==> src/rtl/pulse_stretch.sv <==
// Retriggerable-optional pulse stretcher: a trigger starts a registered pulse of len cycles.
// Optional build macro PULSE_STRETCH_RETRIG_EN lets a trigger while active reload the length.
module pulse_stretch #(
   parameter int unsigned WIDTH = 8
) (
   input  logic             clk,
   input  logic             rst,
   input  logic             trig,
   input  logic [WIDTH-1:0] len,
   output logic             out,
   output logic             done,
   output logic             ovr
);

   typedef enum logic {
      IDLE   = 1'b0,
      ACTIVE = 1'b1
   } state_t;

   localparam logic [WIDTH-1:0] CNT_ONE = WIDTH'(1);

   state_t           state_q, state_d;
   logic [WIDTH-1:0] cnt_q, cnt_d;
   logic             done_q, done_d;
   logic             ovr_q, ovr_d;
   logic             len_ok;

   assign len_ok = (len != '0);

   always_ff @(posedge clk or posedge rst) begin
      if (rst) begin
         state_q <= IDLE;
         cnt_q   <= '0;
         done_q  <= 1'b0;
         ovr_q   <= 1'b0;
      end else begin
         state_q <= state_d;
         cnt_q   <= cnt_d;
         done_q  <= done_d;
         ovr_q   <= ovr_d;
      end
   end

   always_comb begin
      state_d = state_q;
      cnt_d   = cnt_q;
      done_d  = 1'b0;
      ovr_d   = 1'b0;
      case (state_q)
         IDLE: begin
            if (trig && len_ok) begin
               state_d = ACTIVE;
               cnt_d   = len;
            end
         end
         ACTIVE: begin
            cnt_d = cnt_q - CNT_ONE;
            if (cnt_q == CNT_ONE) begin
               state_d = IDLE;
               done_d  = 1'b1;
            end
`ifdef PULSE_STRETCH_RETRIG_EN
            // A reload overrides the expiry decided above, so the pulse never gaps.
            if (trig && len_ok) begin
               state_d = ACTIVE;
               cnt_d   = len;
               done_d  = 1'b0;
            end else begin
               ovr_d = trig;
            end
`else
            ovr_d = trig;
`endif
         end
         default: begin
            state_d = IDLE;
         end
      endcase
   end

   assign out  = (state_q == ACTIVE);
   assign done = done_q;
   assign ovr  = ovr_q;

endmodule

==> config.mk <==
export PLATFORM = sky130hd
export DESIGN_NAME = pulse_stretch
export DESIGN_NICKNAME = d
export VERILOG_FILES = /design/src/rtl/pulse_stretch.sv
export SDC_FILE = /design/constraint.sdc
export NUM_CORES = 1
export LEC_CHECK = 0
export ABC_AREA = 1
export CAP_MARGIN = 15
export CORE_MARGIN = 2
export CORE_UTILIZATION = 48
export CTS_BUF_LIST = sky130_fd_sc_hd__clkbuf_8
export DETAILED_ROUTE_END_ITERATION = 16
export PLACE_DENSITY = 0.87
export SYNTH_ARGS = -nofsm -noshare
export SYNTH_HDL_FRONTEND = slang
export SYNTH_SLANG_ARGS = --single-unit
==> constraint.sdc <==
create_clock -name clk -period 1.3 [get_ports clk]
set_clock_uncertainty 0.2 [all_clocks]
set_input_delay 0.26 -clock clk [delete_from_list [all_inputs] [get_ports clk]]
set_output_delay 0.26 -clock clk [all_outputs]
set_load 0.05 [all_outputs]
==> impl_results.md, run 1 <==
- Status: finished with violations
- Total Wirelength: 2590 um
- Vias in the first global route: 849
- Multi-input logic area: 508 um2
- Synthesized instance count: 114
- Unrepaired setup endpoints after global routing: yes
- WS Path Type: register to register
- Critical Path Source: cnt_q[0]$_DFFE_PP0P_
- Cell accounting for the most synthesized area: dfrtp_1
- Worst-case clock buffer depth: 2
- DR DRC count: 0
- Critical Path Sink Type: register
- Die area: 1970 um2
- RD Place Congestion: 0.875
- Worst skew pair latency: 0.24 ns
- Most common cell in the netlist: nand2_1
- TritonCTS clock tree: done
- Reg2reg setup slack: -0.14 ns
- Initial DRC Count: 29
- Antenna violations before repair: 0
- CTS Buf Count: 3
- Register area: 279 um2
- CP arrival: 1.37 ns
- Final setup margin: -0.144 ns
- Worst hold slack: 0.106 ns
- Largest net degree at the start of global routing: 18
- Leak pwr: 0.606 nW
- Tot Pwr: 0.780 mW
- Top Ports: 14
- ANT cells: 0
- Clk slew on worst S/H paths: 0.05 ns
- NumNets Final: 160
- Buffers added on ports: 13
- Global-route wire length before repair: 3780 um
- Worst r2r src: cnt_q[0]$_DFFE_PP0P_
- Pre-Repair DR Iteration Count: 4
- Final HPWL DP: 1460 um
- Vias per cell: 5.68
- GRT Overall Usage: 27.9%
- Slew headroom: 81.5%
- Most instantiated cells after synthesis: nand2_1 (34), inv_1 (16), nand3_1 (14), dfrtp_1 (11), nor2_1 (9)
- Fraction of layout cells with a size suffix above 1: 37.0%
- Synth Register Bits: 11
- Startpoint types: register
- Layout fillers: 93
- Total number of vias: 920
- Rows: 14
- Slew Viols, Final: 0
- Core area: 1520 um2
- Synth Cell Area: 782 um2
- Starting Density: 51.3%
- Minimum clock period: 1.44 ns
- Max-Cap Viols: 0
- GRT overflow: 0
- RR Endpoint: cnt_q[4]$_DFFE_PP0P_
- Worst Hold Class: primary input to asynchronous set/reset pin
- Hold Vio Cnt, Final: 0
- Seq/Total Area, Yosys: 35.2%
- Die Height: 44.4 um
- Count of flip-flops with a built-in enable after synthesis: 0
- Power per cell area: 641 nW/um2
- Max Freq: 0.693 GHz
- Synth top area cells: dfrtp_1 (35%), nand2_1 (16%), nand3_1 (9.0%), inv_1 (7.7%), nand4_1 (4.8%)
- CTS Sinks: 11
- Synth-to-Final Area Change: 55.5%
- ANT nets after route: 0
- Post-CTS Hold Buffers: 0
- Maximum VDD drop: 0.000602 V
- Failing checks: negative setup slack
- Cell variety after synth: 18
- CP Max Fanout: 3
- Htree depth: 1
- Syn_nets: 127
- Post-synth top area share: 35.2%
- Yosys warnings: 0
- Ys async rst share: 100%
- Worst R2R Path Depth: 9
- Root Driver: clkbuf_8
- Predominant post-synthesis flop cell: dfrtp_1
- Wire per inst: 16.0 um
- Setup violations, final: 9
- Period utilisation layout: 111%
- Worst slew pin tran: 0.277 ns
- Avg Inst Size Synth: 6.86 um2
- Data required, critical path: 1.23 ns
- Die X: 44.4 um
cells by family (layout without fill, tap and decap cells):
family	after synthesis	count (layout)	synth area share, %
buf+inv	20	52	10.7
fa+ha+maj	2	2	3.20
simple gates	76	76	46.2
flops	11	11	35.2
compound gates	5	5	4.64
critical path, cell delays in order, from the launching register on:
cell	delay, ns
dfrtp_1	0.42
inv_2	0.10
ha_4	0.16
nand2_1	0.08
nand2_1	0.08
nand2_1	0.05
nand2_1	0.05
nand2_1	0.07
nand2_2	0.06
nand2_1	0.05
what timing repair did:
| action | 4_1_cts | 5_1_grt |
|---|---|---|
| gates resized for setup | 20 | 17 |
| setup buffers | 3 | 1 |
| pin swaps | 7 | 7 |
| endpoints found under the setup margin | 11 | 11 |
layout by cell type (no fill, tap or decap), drive strengths merged:
| cell | instances |
|---|---|
| dfrtp | 11 |
| nor2 | 15 |
| o21ai | 5 |
| and2 | 2 |
| nand4 | 6 |
| clkdlybuf4s50 | 1 |
| nand3 | 14 |
| inv | 18 |
| ha | 2 |
| buf | 21 |
| clkbuf | 4 |
| nor4 | 1 |
| nand2 | 38 |
| dlygate4sd2 | 5 |
| clkdlybuf4s15 | 3 |
worst max-delay path by stage:
| stage | cells past startpoint | slack [ns] | to |
|---|---|---|---|
| floorplan | 8 | -0.11 | cnt_q[6]$_DFFE_PP0P_ |
| global placement | 7 | -0.44 | cnt_q[4]$_DFFE_PP0P_ |
| detailed placement | 7 | -0.50 | cnt_q[4]$_DFFE_PP0P_ |
| CTS | 9 | -0.13 | cnt_q[6]$_DFFE_PP0P_ |
| global route | 9 | -0.20 | cnt_q[3]$_DFFE_PP0P_ |
| finish | 9 | -0.14 | cnt_q[4]$_DFFE_PP0P_ |
registers in the layout, summed over array words and instances, names as in the netlist:
| signal | flops |
|---|---|
| cnt_q | 8 |
| done | 1 |
| out | 1 |
| ovr | 1 |
metal layers:
layer | track usage, % | up-vias | wire [um]
li1 | - | 423 | -
met4 | 18.8 | 0 | 114
met1 | 33.2 | 424 | 986
met5 | 0 | - | 0
met2 | 45.9 | 60 | 1270
met3 | 4.90 | 13 | 210
cell type report:
class,count,share of cell area (%)
sequential,11,22.9
clock inverter,1,0.309
inverter,17,5.25
multi-input combinational,83,41.8
clock buffer,3,3.40
tap,16,1.65
timing repair buffer,31,24.7
through the flow:
step / cells / setup slack, ns / cell area [um2] / utilization [%] / setup TNS [ns]
floorplan: 114 / -0.114 / 793 / - / -0.348
global placement: 154 / -0.438 / 1050 / 69.0 / -3.39
detailed placement: 154 / -0.498 / 1050 / 69.0 / -3.79
CTS: 161 / -0.130 / 1160 / 75.9 / -0.578
global route: 162 / -0.203 / 1220 / 79.8 / -1.24
finish: 162 / -0.144 / 1220 / 79.8 / -0.827
where the power goes:
group | leakage (nW) | internal, mW | switching [mW]
clock | 0.0269 | 0.207 | 0.129
combinational | 0.455 | 0.0473 | 0.0497
sequential | 0.124 | 0.345 | 0.00125
total | 0.606 | 0.599 | 0.180
Power figures use the tool's default switching activity.
==> run 2: changes to the inputs <==
- CAP_MARGIN: 15 -> unset
==> results of run 2 <==
No change in the layout: final DEF, timing and power equal those of run 1.
